## src/rtl/sw_input_conditioner.sv

```systemverilog
// Conditions the raw slide-switch inputs for the complex-multiplier FSM.
// The handshake switch and the data switches are brought into the clk domain
// through two-flop synchronisers. The handshake is then debounced. The block
// emits one-cycle rise/fall strobes and captures the data word on each
// debounced rising edge.
//
// Ports:
//   clk       system clock
//   reset_n   asynchronous active-low reset, released synchronously upstream
//   hs_raw    raw handshake switch (asynchronous)
//   data_raw  raw data-word switches (asynchronous)
//   hs_level  debounced handshake level
//   hs_rise   one-cycle strobe on a debounced 0->1
//   hs_fall   one-cycle strobe on a debounced 1->0
//   data_out  word captured on hs_rise, held otherwise
//   busy      high while a handshake level change is being qualified
module sw_input_conditioner #(
    parameter int unsigned WORD_W          = 8,
    parameter int unsigned DEBOUNCE_CYCLES = 100000
) (
    input  logic              clk,
    input  logic              reset_n,
    input  logic              hs_raw,
    input  logic [WORD_W-1:0] data_raw,
    output logic              hs_level,
    output logic              hs_rise,
    output logic              hs_fall,
    output logic [WORD_W-1:0] data_out,
    output logic              busy
);

    localparam int unsigned CNT_W = $clog2(DEBOUNCE_CYCLES + 1);

    typedef enum logic [1:0] {
        ST_LOW     = 2'd0,
        ST_RISING  = 2'd1,
        ST_HIGH    = 2'd2,
        ST_FALLING = 2'd3
    } state_t;

    logic              hs_s1;
    logic              hs_s;
    logic [WORD_W-1:0] dat_s1;
    logic [WORD_W-1:0] dat_s;

    state_t            state;
    state_t            state_nxt;
    logic [CNT_W-1:0]  cnt;
    logic [CNT_W-1:0]  cnt_nxt;
    logic [CNT_W-1:0]  cnt_inc;
    logic              rise_nxt;
    logic              fall_nxt;
    logic              level_nxt;
    logic              busy_nxt;
    logic [WORD_W-1:0] data_nxt;

    // Two-flop synchronisers, no logic between the stages.
    always_ff @(posedge clk or negedge reset_n) begin
        if (!reset_n) begin
            hs_s1  <= 1'b0;
            hs_s   <= 1'b0;
            dat_s1 <= '0;
            dat_s  <= '0;
        end else begin
            hs_s1  <= hs_raw;
            hs_s   <= hs_s1;
            dat_s1 <= data_raw;
            dat_s  <= dat_s1;
        end
    end

    // cnt holds the number of consecutive differing cycles already seen,
    // so cnt_inc is the count including the current cycle. It never exceeds
    // DEBOUNCE_CYCLES because reaching it forces the level change.
    assign cnt_inc = cnt + CNT_W'(1);

    // Next-state logic: a new level is accepted on the edge where it has
    // been present on hs_s for DEBOUNCE_CYCLES consecutive cycles.
    always_comb begin
        state_nxt = state;
        cnt_nxt   = cnt;
        rise_nxt  = 1'b0;
        fall_nxt  = 1'b0;
        data_nxt  = data_out;
        case (state)
            ST_LOW, ST_RISING: begin
                if (!hs_s) begin
                    state_nxt = ST_LOW;
                    cnt_nxt   = '0;
                end else if (cnt_inc == CNT_W'(DEBOUNCE_CYCLES)) begin
                    state_nxt = ST_HIGH;
                    cnt_nxt   = '0;
                    rise_nxt  = 1'b1;
                    data_nxt  = dat_s;
                end else begin
                    state_nxt = ST_RISING;
                    cnt_nxt   = cnt_inc;
                end
            end
            ST_HIGH, ST_FALLING: begin
                if (hs_s) begin
                    state_nxt = ST_HIGH;
                    cnt_nxt   = '0;
                end else if (cnt_inc == CNT_W'(DEBOUNCE_CYCLES)) begin
                    state_nxt = ST_LOW;
                    cnt_nxt   = '0;
                    fall_nxt  = 1'b1;
                end else begin
                    state_nxt = ST_FALLING;
                    cnt_nxt   = cnt_inc;
                end
            end
            default: begin
                state_nxt = ST_LOW;
                cnt_nxt   = '0;
            end
        endcase
        level_nxt = (state_nxt == ST_HIGH) || (state_nxt == ST_FALLING);
        busy_nxt  = (state_nxt == ST_RISING) || (state_nxt == ST_FALLING);
    end

    // State, counter and registered outputs.
    always_ff @(posedge clk or negedge reset_n) begin
        if (!reset_n) begin
            state    <= ST_LOW;
            cnt      <= '0;
            hs_level <= 1'b0;
            hs_rise  <= 1'b0;
            hs_fall  <= 1'b0;
            data_out <= '0;
            busy     <= 1'b0;
        end else begin
            state    <= state_nxt;
            cnt      <= cnt_nxt;
            hs_level <= level_nxt;
            hs_rise  <= rise_nxt;
            hs_fall  <= fall_nxt;
            data_out <= data_nxt;
            busy     <= busy_nxt;
        end
    end

endmodule

```

## config.mk

```make
export PLATFORM = sky130hd
export DESIGN_NAME = sw_input_conditioner
export DESIGN_NICKNAME = d
export VERILOG_FILES = /design/src/rtl/sw_input_conditioner.sv
export SDC_FILE = /design/constraint.sdc
export NUM_CORES = 1
export LEC_CHECK = 0
export CAP_MARGIN = 25
export CORE_ASPECT_RATIO = 1.4
export CORE_UTILIZATION = 50
export DETAILED_ROUTE_END_ITERATION = 16
export PLACE_DENSITY = 0.8
export REMOVE_ABC_BUFFERS = 1
export SYNTH_ARGS = -nofsm -noshare
export SYNTH_HDL_FRONTEND = slang
export SYNTH_SLANG_ARGS = --single-unit
```

## constraint.sdc

```tcl
create_clock -name clk -period 5.4 [get_ports clk]
set_input_delay 0.81 -clock clk [delete_from_list [all_inputs] [get_ports clk]]
set_output_delay 0.81 -clock clk [all_outputs]
set_load 0.02 [all_outputs]
```

==> qor.txt <==
Outcome = finished clean
Mapped cell area = 1940 µm²
Crit Reg-Reg Startpoint = cnt[0]
Top Ports = 23
Initial Util = 52.8%
Via density = 5.71
Register area = 1180 µm²
Final setup violation count = 0
Synth Area in Compound Gates = 2.00%
Slew HR = 41.0%
Multiplexer share of the synthesized area = 6.77%
Critical Path Sink = cnt[9]
Simple-Gate Fraction of Synth Area = 18.5%
Post-synth top flop = dfrtp_1
GRT Util Overall = 18.9%
Power density cells = 253 nW/µm²
Largest family of logic cells by synthesized area = simple AND/OR/NAND/NOR gates
Multi-input gate area = 716 µm²
Sink Count = 47
IO Port Bufs = 22
Gp weighted congestion = 0.892
Reg2reg path depth = 7
Vias in the first global route = 1278
CTS Hold Bufs = 0
Largest net degree at the start of global routing = 48
Final WL = 3300 µm
CP Launch Type = register
CTS tree = built
Longest Clk Path Bufs = 2
Utilization after layout = 61.9%
Critical Path Fanout Max = 14
Top sig layer = met4
CP endpoint kind = register
Post-CTS Resized = 0
Met3 routed WL = 149 µm
Fin nets = 192
Post-synth EDFFs = 0
Setup bufs post-CTS = 0
WL met2 = 1880 µm
Syn Area/Cell = 12.5 µm²
Vias = 1262
Least-Margin Pin Slew = 0.880 ns
CTS root buffer = clkbuf_8
Fin. max-slew vios = 0
Drc violations = 0
Post-DP HPWL = 2420 µm
First-pass GRT wire length = 5380 µm
Crit path from = cnt[0]
Routed length per instance = 14.9 µm
Die height = 75.7 µm
Final period util = 57.5%
Worst hold path class = primary input to asynchronous set/reset pin
Sequential share of the synthesized area = 60.6%
Most common cell in the netlist = dfrtp_1
Final setup TNS = 0 ns
Post-synth top cells = 47 x dfrtp_1, 23 x nor2_1, 16 x xnor2_1
Synth area leaders = dfrtp_1 61%, xnor2_1 7.2%, mux2_2 5.2%
Min cycle time layout = 3.11 ns
Fillers = 288
Syn Inst Count = 155
Initial antenna violation count = 0
Remaining antenna violation count = 0
Total of warnings raised by yosys = 0
Layout cells sized above 1 = 14.5%
Post-synth ARST share = 100%
Synth Area in Adders = 0.645%
Max Fclk = 322 MHz
MaxCap Viol Count = 0
Top-area cell type share of the netlist area = 60.6%
Final Hold Violating Endpoints = 0
P_leak = 0.970 nW
Area growth syn-to-layout = 17.3%
Core area = 3680 µm²
Clk_lat worst skew = 0.29 ns
Gr ovfl total = 0
Required @ worst endpoint = 5.54 ns
Crit Path Class = register to register
Largest area contributor in the netlist = dfrtp_1
Ant diodes = 0
FP Rows = 26
TritonCTS Buffers = 5
Seq cells post-synth = 47
Synth Area in XOR/XNOR = 9.03%
Iteration count of the initial detailed-routing pass = 4
H-Tree Depth = 2
WP data arrival = 3.25 ns
Clock Skews = 0.00884 ns
Post-synth cell types = 32
Die ar. = 4140 µm²
RSZ-0062 raised after global routing = false
Peak VDD IR = 0.261 mV
Reg2reg end = cnt[9]
Clock transition at path regs = 0.08 ns
Chip width = 54.6 µm
Wire length on met1 = 1170 µm
Reg2reg setup slack = 2.29 ns
Iter 0 DRT Violations = 30
## state kept, by name, summed over array words and instances (netlist names)
register / cells
cnt: 17
hs_level: 1
hs_s1: 1
dat_s1: 8
hs_s: 1
hs_rise: 1
hs_fall: 1
data_out: 8
dat_s: 8
state: 1
## worst min path at each step
stage	start	end	slack, ns	cells past startpoint
after floorplan	dat_s1[0]	dat_s[0]	0.33	0
after global placement	hs_s1	hs_s	0.33	0
after detailed placement	hs_s1	hs_s	0.33	0
after CTS	hs_s1	hs_s	0.35	0
after global routing	reset_n	cnt[5]	0.32	1
final	reset_n	cnt[6]	0.32	1
## cell type report
class,count,area share (%)
Multi-Input combinational cell,97,31.5
Clock buffer,6,3.19
Sequential cell,47,51.7
Inverter,6,0.990
Tap cell,42,2.31
Timing Repair Buffer,23,10.3
## per-stage QoR
step	instances	power, mW	instance area (µm²)	hold slack [ns]	worst slack [ns]
CTS	220	0.581	2250	0.351	2.29
detailed placement	214	0.395	2180	0.335	2.30
global route	221	0.597	2270	0.315	1.97
global placement	214	0.394	2180	0.333	2.46
floorplan	150	0.378	1910	0.331	2.75
finish	221	0.575	2270	0.315	2.29
## power breakdown
part | switching [mW] | internal, mW
registers | 0.00571 | 0.361
clock network | 0.0999 | 0.0863
logic | 0.0122 | 0.0107
## worst max-delay path, stage by stage, from the launching register on
cell and delay, ns:
dfrtp_1 0.47, ha_1 0.31, nand3_2 0.15, nor4_1 0.53, mux2i_1 0.31, nand4_2 0.24
o31ai_2 0.83, nor2_1 0.12
## logic make-up (layout without fill, tap and decap cells)
group | after synthesis | after routing
buf+inv | 11 | 35
compound gates | 4 | 4
simple gates | 60 | 60
mux | 12 | 12
xor+xnor | 20 | 20
flops | 47 | 47
fa+ha+maj | 1 | 1
## routing by layer
metal / global-route usage, % / up-vias
met4: 12.3 / 0
met5: 0 / -
met1: 19.7 / 639
met2: 32.8 / 40
li1: - / 573
met3: 4.19 / 10
## cell usage in the layout (no fill, tap or decap), types with 2 or more instances in the layout
cell | synthesis | final
nand2_1 | 3 | 3
nor4_1 | 3 | 3
nand3_2 | 2 | 2
xnor2_1 | 16 | 16
clkdlybuf4s50_1 | 0 | 21
mux2_2 | 9 | 9
nand4_1 | 4 | 4
and3_1 | 2 | 2
or2_2 | 2 | 2
nand3_1 | 6 | 6
nor2_1 | 23 | 23
clkbuf_8 | 0 | 5
mux2i_1 | 3 | 3
nor4_2 | 2 | 2
inv_1 | 6 | 6
dfrtp_1 | 47 | 47
xor2_1 | 4 | 4
nor3_1 | 4 | 4
Power figures use the tool's default switching activity.
